===== config.mk =====
export PLATFORM = sky130hd
export DESIGN_NAME = custom_op_scheduler
export DESIGN_NICKNAME = d
export VERILOG_FILES = /design/src/rtl/custom_op_pkg.sv /design/src/rtl/custom_bitop_core.sv /design/src/rtl/custom_op_scheduler.sv
export SDC_FILE = /design/constraint.sdc
export NUM_CORES = 1
export LEC_CHECK = 0
export ABC_CLOCK_PERIOD_IN_PS = 11700
export BUFFER_PORTS_ARGS = -buffer_cell sky130_fd_sc_hd__buf_2
export CORE_ASPECT_RATIO = 1.1
export CORE_MARGIN = 2
export CORE_UTILIZATION = 56
export DETAILED_ROUTE_END_ITERATION = 12
export PLACE_DENSITY = 0.87
export REMOVE_ABC_BUFFERS = 1
export SLEW_MARGIN = 30
export SYNTH_ARGS = -nofsm -noshare
export SYNTH_HDL_FRONTEND = slang
export SYNTH_SLANG_ARGS = --single-unit

===== constraint.sdc =====
create_clock -name clk -period 11.7 [get_ports clk]
set_input_delay 1.755 -clock clk [delete_from_list [all_inputs] [get_ports clk]]
set_output_delay 1.755 -clock clk [all_outputs]
set_load 0.1 [all_outputs]

===== src/rtl/custom_op_pkg.sv =====
// Shared types and constants for the custom bit-manipulation unit.
// Op codes, pipeline stage bundle and latency bounds.
package custom_op_pkg;

    localparam int LAT_MIN = 1;
    localparam int LAT_MAX = 4;

    localparam logic [1:0] OP_BREV  = 2'b00;
    localparam logic [1:0] OP_BSWAP = 2'b01;
    localparam logic [1:0] OP_CLZ   = 2'b10;
    localparam logic [1:0] OP_CPOP  = 2'b11;

    typedef struct packed {
        logic        valid;
        logic        owner;
        logic [4:0]  rd;
        logic [31:0] result;
    } stage_t;

endpackage


===== src/rtl/custom_bitop_core.sv =====
// Combinational result function for BREV, BSWAP, CLZ and CPOP.
// Pure op/data to result mapping with no state.
module custom_bitop_core
    import custom_op_pkg::*;
(
    input  logic [1:0]  op_i,
    input  logic [31:0] data_i,
    output logic [31:0] result_o
);

    logic [31:0] brev;
    logic [5:0]  clz;
    logic [5:0]  cpop;

    always_comb begin
        brev = '0;
        clz  = 6'd32;
        cpop = '0;
        for (int i = 0; i < 32; i++) begin
            brev[i] = data_i[31-i];
            // highest set bit is visited last and wins
            if (data_i[i]) clz = 6'(31 - i);
            cpop = cpop + {5'd0, data_i[i]};
        end
    end

    always_comb begin
        result_o = '0;
        unique case (op_i)
            OP_BREV:  result_o = brev;
            OP_BSWAP: result_o = {data_i[7:0], data_i[15:8],
                                  data_i[23:16], data_i[31:24]};
            OP_CLZ:   result_o = {26'd0, clz};
            OP_CPOP:  result_o = {26'd0, cpop};
        endcase
    end

endmodule


===== src/rtl/custom_op_scheduler.sv =====
// Two-slot round-robin issue scheduler feeding a fixed-latency
// bit-op pipeline with owner-tagged results and per-slot flush.
module custom_op_scheduler
    import custom_op_pkg::*;
#(
    parameter int LATENCY = 2
) (
    input  logic        clk,
    input  logic        rst,
    input  logic        req0_valid_i,
    output logic        req0_ready_o,
    input  logic [1:0]  req0_op_i,
    input  logic [31:0] req0_data_i,
    input  logic [4:0]  req0_rd_i,
    input  logic        req1_valid_i,
    output logic        req1_ready_o,
    input  logic [1:0]  req1_op_i,
    input  logic [31:0] req1_data_i,
    input  logic [4:0]  req1_rd_i,
    input  logic        flush0_i,
    input  logic        flush1_i,
    output logic        resp0_valid_o,
    output logic [31:0] resp0_data_o,
    output logic [4:0]  resp0_rd_o,
    output logic        resp1_valid_o,
    output logic [31:0] resp1_data_o,
    output logic [4:0]  resp1_rd_o,
    output logic        busy_o
);

    stage_t [LATENCY-1:0] stage_q, stage_d;
    logic                 rr_q, rr_d;
    logic                 busy_q, busy_d;

    logic        elig0, elig1;
    logic        grant0, grant1;
    logic [1:0]  core_op;
    logic [31:0] core_res;
    stage_t      last;

    assign elig0  = req0_valid_i & ~flush0_i;
    assign elig1  = req1_valid_i & ~flush1_i;
    assign grant0 = rst & elig0 & (~elig1 | ~rr_q);
    assign grant1 = rst & elig1 & (~elig0 | rr_q);

    assign req0_ready_o = grant0;
    assign req1_ready_o = grant1;

    assign core_op = grant1 ? req1_op_i : req0_op_i;

    custom_bitop_core u_core (
        .op_i     (core_op),
        .data_i   (grant1 ? req1_data_i : req0_data_i),
        .result_o (core_res)
    );

    always_comb begin
        stage_d = stage_q;
        stage_d[0].valid  = grant0 | grant1;
        stage_d[0].owner  = grant1;
        stage_d[0].rd     = grant1 ? req1_rd_i : req0_rd_i;
        stage_d[0].result = core_res;
        for (int i = 1; i < LATENCY; i++) begin
            stage_d[i] = stage_q[i-1];
        end
        // the last stage shifts out untouched, so a response
        // already on the outputs survives its own flush
        for (int i = 0; i < LATENCY; i++) begin
            if ((flush0_i && !stage_d[i].owner) ||
                (flush1_i && stage_d[i].owner)) begin
                stage_d[i].valid = 1'b0;
            end
        end
        busy_d = 1'b0;
        for (int i = 0; i < LATENCY; i++) begin
            busy_d = busy_d | stage_d[i].valid;
        end
        rr_d = rr_q;
        if (grant0)      rr_d = 1'b1;
        else if (grant1) rr_d = 1'b0;
    end

    always_ff @(posedge clk or negedge rst) begin
        if (!rst) begin
            stage_q <= '0;
            rr_q    <= 1'b0;
            busy_q  <= 1'b0;
        end else begin
            stage_q <= stage_d;
            rr_q    <= rr_d;
            busy_q  <= busy_d;
        end
    end

    assign last   = stage_q[LATENCY-1];
    assign busy_o = busy_q;

    assign resp0_valid_o = last.valid & ~last.owner;
    assign resp1_valid_o = last.valid & last.owner;
    assign resp0_data_o  = resp0_valid_o ? last.result : '0;
    assign resp1_data_o  = resp1_valid_o ? last.result : '0;
    assign resp0_rd_o    = resp0_valid_o ? last.rd : '0;
    assign resp1_rd_o    = resp1_valid_o ? last.rd : '0;

endmodule


Word-level counts from Yosys, hierarchy flattened --
Index checks and enable logic that the tools add are counted.
Storage, ports and cells: output and inout port bits 79, bits of input ports 84, memories 0, bits in latches 0, logic and storage cells 116, ROM bits 0, bits in writable memories 0, register bits 80
Cells by class: eq/ne operators 3, add/subtract/negate cells 31, magnitude comparators 0, reduce and logical (&&, ||, !) cells 10, shift operators 0, divide/modulo/power cells 0, multiply operators 0, multiplexer cells 44, bitwise operators 18
Operators by type and width (count):
- 6-bit 2-to-1 mux | 32
- 6-bit by 1-bit adder with 6-bit output | 30
- 32-bit one-hot mux with 4 select lines | 1
- 32-bit 2-to-1 mux | 3
- 5-bit 2-to-1 mux | 3
- 1-bit AND | 8
- 1-bit NOT | 6
- 2-bit == test, second input constant | 2
- 1-bit logical AND | 4
- 1-bit 2-to-1 mux | 4
- 1-bit bitwise OR | 4
- 1-bit by 1-bit adder with 2-bit output | 1
- 2-bit by 1-bit == test with 1-bit output, second input constant | 1
- 1-bit zero test | 2
- 2-bit zero test | 1
- 1-bit logical OR | 2
- 2-bit 2-to-1 mux | 1
- 2-bit nonzero test | 1

Longest topological paths before layout --
word-level depth 39, mapped depth 28, mapped depth without buffers 24

Cells and area by module --
From an unflattened synthesis, not the netlist that was laid out.
Unflattened totals: cell total of the unflattened synthesis 439, area, all modules 4988.5 µm²
Modules (own cells, without submodules):
- custom_op_scheduler | area each 3281.9 µm², times used 1, cells each 223, sequential area each 2001.9 µm²
- custom_bitop_core | area each 1706.6 µm², times used 1, cells each 216, sequential area each 0.0 µm²

Worst setup path after synthesis --
No wires, ideal clock.
path type input-to-reg, start point input port flush1_i, end point register stage_q (netlist bit stage_d[43]), path buffers 4, data arrival time 8724 ps, library setup time 126 ps, stages on the path 28, setup slack 2850 ps, required time 11574 ps, cells stage by stage and3b_1 > buf_4 > nand2_8 > inv_4 > buf_6 > clkbuf_1 > clkbuf_1 > nand2_1 > nand2_1 > ha_1 > fa_1 > fa_1 > inv_1 > fa_1 > inv_1 > fa_1 > fa_1 > fa_1 > inv_1 > fa_1 > inv_1 > fa_1 > inv_1 > a21o_1 > a21oi_1 > xnor2_1 > a221oi_1 > nor2_1
On the way: cells in the longest elaborated chain, start to end 38, elaborated cells between the ends (all ways) 74, those cells by class 31 x add/sub; 3 x eq/ne; 35 x mux; 4 x bitwise; 1 x reduce/logical
RTL lines:
- start, declared | line custom_op_scheduler.sv:21 | input logic flush1_i,
- 1-bit NOT * | line custom_op_scheduler.sv:42 | assign elig1 = req1_valid_i & ~flush1_i;
- 1-bit AND * | line custom_op_scheduler.sv:42
- 1-bit AND * (2 in series) | line custom_op_scheduler.sv:44 | assign grant1 = rst & elig1 & (~elig0 | rr_q);
- named net req1_ready_o | line custom_op_scheduler.sv:16 | output logic req1_ready_o,
- branches (longest 33 deep; another with 6-bit by 1-bit adder with 6-bit output)
- 32-bit one-hot mux with 4 select lines * | line custom_bitop_core.sv:29 | unique case (op_i)
- named net core_res[4] | line custom_op_scheduler.sv:38 | logic [31:0] core_res;
- end signal, assigned | line custom_op_scheduler.sv:89 | stage_q <= stage_d;
- end, declared | line custom_op_scheduler.sv:31 | stage_t [LATENCY-1:0] stage_q, stage_d;
Mark *: on every way through the listed nets, which the timed path passes. A chain may end at the register's enable or synchronous reset.

Worst setup path in the final report --
start point input port rst, end point register stage_q (netlist bit stage_d[43])
On the way: cells in the longest elaborated chain, start to end 36, elaborated cells between the ends (all ways) 72, those cells by class 31 x add/sub; 3 x eq/ne; 35 x mux; 2 x bitwise; 1 x reduce/logical
RTL lines:
- start, declared | line custom_op_scheduler.sv:9 | input logic rst,
- 1-bit AND * (2 in series) | line custom_op_scheduler.sv:44
- branches (longest 33 deep; another with 6-bit by 1-bit adder with 6-bit output)
- 32-bit one-hot mux with 4 select lines * | line custom_bitop_core.sv:29
- named net core_res[4] | line custom_op_scheduler.sv:38
Marks and branches as above.

==> results.cfg <==
[status]
status = finished, final reports clean

[detailed_routing]
routed_via_density = 5.971
drt_pass1_iterations = 5
drc = 0
ant_nets = 0
wl_per_cell_um = 18.63
num_vias = 4741
drt_first_iter_violations = 434
routed_wl_um = 14790

[sta]
layout_min_cycle_time_ns = 8.561
tns_ns = 0
slew_viol_final = 0
rsz0062_at_grt = no
slew_headroom_pct = 45.27
maxClockFrequency_mhz = 116.8
worst_slew_pin_slew_ns = 0.8192
setup_viol = 0
period_share_pct = 73.17
skew_ns = 0.006798
hold_viol_final = 0
timing.hold.ws_ns = 0.3455

[placement]
port_buffers = 162
place_area_mm2 = 0.005911
gp_congestion = 0.9416
hpwl_um = 10910

[worst_setup_path]
critPathLaunchType = input pin
required_ns = 11.96
path_max_fanout = 83
r2r_start = rr_q
reg2reg_to = stage_d[43]
cpMaxStageDelayCell = buf_6
cpPeakStageDelay_ns = 0.54
crit_path_frequent_cell = fa_1
crit_buf_inv = 7
reg2reg_depth = 24
critPathKind = input pin to flop
arrival_ns = 8.82
cp_top_family = adder cells
critPathCaptureType = flop
rrSetupSlack_ns = 4.64

[grt]
grtUsageTotal_pct = 30.60
grt_pass1_vias = 4516
grt_pass1_wl_um = 23120
overflow = 0
antenna_found_initial = 0
grt_max_degree = 84

[worst_hold_path]
hold_start = stage_d[58]
hold_class = flop to flop
holdPathEnd = last[19]
whs_path_depth = 0

[clocking]
insertion_delay_ns = 0.37
post_cts_buffers = 0
clockBufferDepth = 2
path_clk_slew_ns = 0.09
tritoncts = yes
cts_resized = 0
clockRootBuffer = clkbuf_8
hold_buffers = 0
cts_made_buffers = 9
clkSinkCount = 80
htreeDepth = 3

[layout]
stdcell_area_mm2 = 0.006136
area_growth_pct = 21.09
diodes = 0
fin_nets = 793
n_fill_cell = 711
drive_above_1_share_pct = 29.12

[floorplanning]
io_pins = 163
die_w_um = 94.70
die_y_um = 103.8
rows = 36
core_area_mm2 = 0.008828
die_area_mm2 = 0.009827
start_util_pct = 57.40

[power]
peakVddDrop_mv = 0.3781
p_leak_nw = 3.386
p_per_area_mw_per_mm2 = 189.8

[logic_synthesis]
synth_edf_count = 0
ys_seq_area_share_pct = 39.51
synthCells = 531
ys_ff_latch = 80
avgSynthCellArea_um2 = 9.543
synth_top_flop_cell = dfrtp_1
yosys_warnings = 0
async_reset_ff_share_pct = 100.0
synth_cell_types = 60
syn-cell-area_mm2 = 0.005067

[flow_run]
max-cap-violations = 0
## per-stage QoR
| step | utilization, % | total power [mW] | setup WS [ns] | std cells |
|---|---|---|---|---|
| 2_1_floorplan | - | 0.7991 | 3.689 | 500 |
| 3_3_place_gp | 66.89 | 0.9211 | 2.707 | 779 |
| 3_5_place_dp | 66.95 | 0.9385 | 2.494 | 779 |
| 4_1_cts | 69.40 | 1.167 | 2.864 | 794 |
| 5_1_grt | 69.50 | 1.255 | 2.639 | 794 |
| 6_report | 69.50 | 1.165 | 3.139 | 794 |
## cell type report
type	count	area, um^2	share of cell area (%)
well taps	114	142.6	2.325
clock inverters	6	92.59	1.509
inverters	45	171.4	2.794
multi-input cells	375	2764	45.04
repair buffers	165	839.6	13.68
flip-flops and latches	80	2002	32.63
clock buffers	9	123.9	2.019
## Yosys cell counts, drive strengths merged, types with 7 or more instances
master  number  area share, %
dfrtp       80             40
nand2       49            4.0
nor2        47            3.5
inv         45            3.4
and2        41            5.1
and3        37            4.6
a211oi      29            4.3
clkbuf      24            1.8
fa          24            9.5
mux2i       22            4.3
o21ai       11            1.1
nor4        10            1.2
a21oi        9           0.89
ha           9            2.2
nor3         9           0.89
buf          7            1.0
mux2         7            1.6
o31ai        7            1.2
## routing by layer
| metal | vias up | share of wire, % | global-route usage (%) |
|---|---|---|---|
| li1 | 2124 | - | - |
| met1 | 2299 | 40 | 41.73 |
| met2 | 271 | 50 | 48.99 |
| met3 | 47 | 7.4 | 4.073 |
| met4 | 0 | 3.3 | 12.94 |
| met5 | - | 0 | 0 |
## how the worst max path moves through the flow
stage,start,endpoint,cells after the start
final,rst,stage_d[43],25
after floorplan,flush0_i,stage_d[43],24
after global placement,rst,stage_d[43],25
after CTS,rst,stage_d[43],25
after global routing,rst,stage_d[43],25
after detailed placement,rst,stage_d[43],25
## kinds of logic after synthesis
family | Yosys count | synth area share (%)
multiplexers | 29 | 5.901
AND/OR/NAND/NOR | 224 | 23.53
buffers and inverters | 76 | 6.198
AO/OA/AOI/OAI | 86 | 12.64
flip-flops | 80 | 39.51
adder cells (fa/ha/maj) | 33 | 11.70
XOR/XNOR | 3 | 0.5186
## flip-flops by register name, indices dropped and copies added, names as in the netlist
name / cells
busy_o: 1
last: 39
rr_q: 1
stage_d: 38
stage_q: 1
## layout by cell type, fill, tap and decap left out, drive strengths merged, types with 3 or more instances in the layout
master  netlist  final
buf           7    165
dfrtp        80     80
nand2        49     49
nor2         47     47
inv          45     47
and2         41     41
and3         37     37
a211oi       29     29
fa           24     24
mux2i        22     22
o21ai        11     11
nor4         10     10
a21oi         9      9
nor3          9      9
ha            9      9
clkbuf       24      9
mux2          7      7
o31ai         7      7
nand3         5      5
or4           5      5
nand3b        4      4
a21o          4      4
a31oi         3      3
nand4         3      3
o211ai        3      3
## report_power, final
part           internal, mW  switching [mW]  leakage (nW)
Combinational         0.255           0.346          2.28
Sequential            0.317          0.0179          1.00
Clock                 0.120           0.108         0.102
Total                 0.693           0.472          3.39
Note: power is estimated with default switching activity, not from simulation.
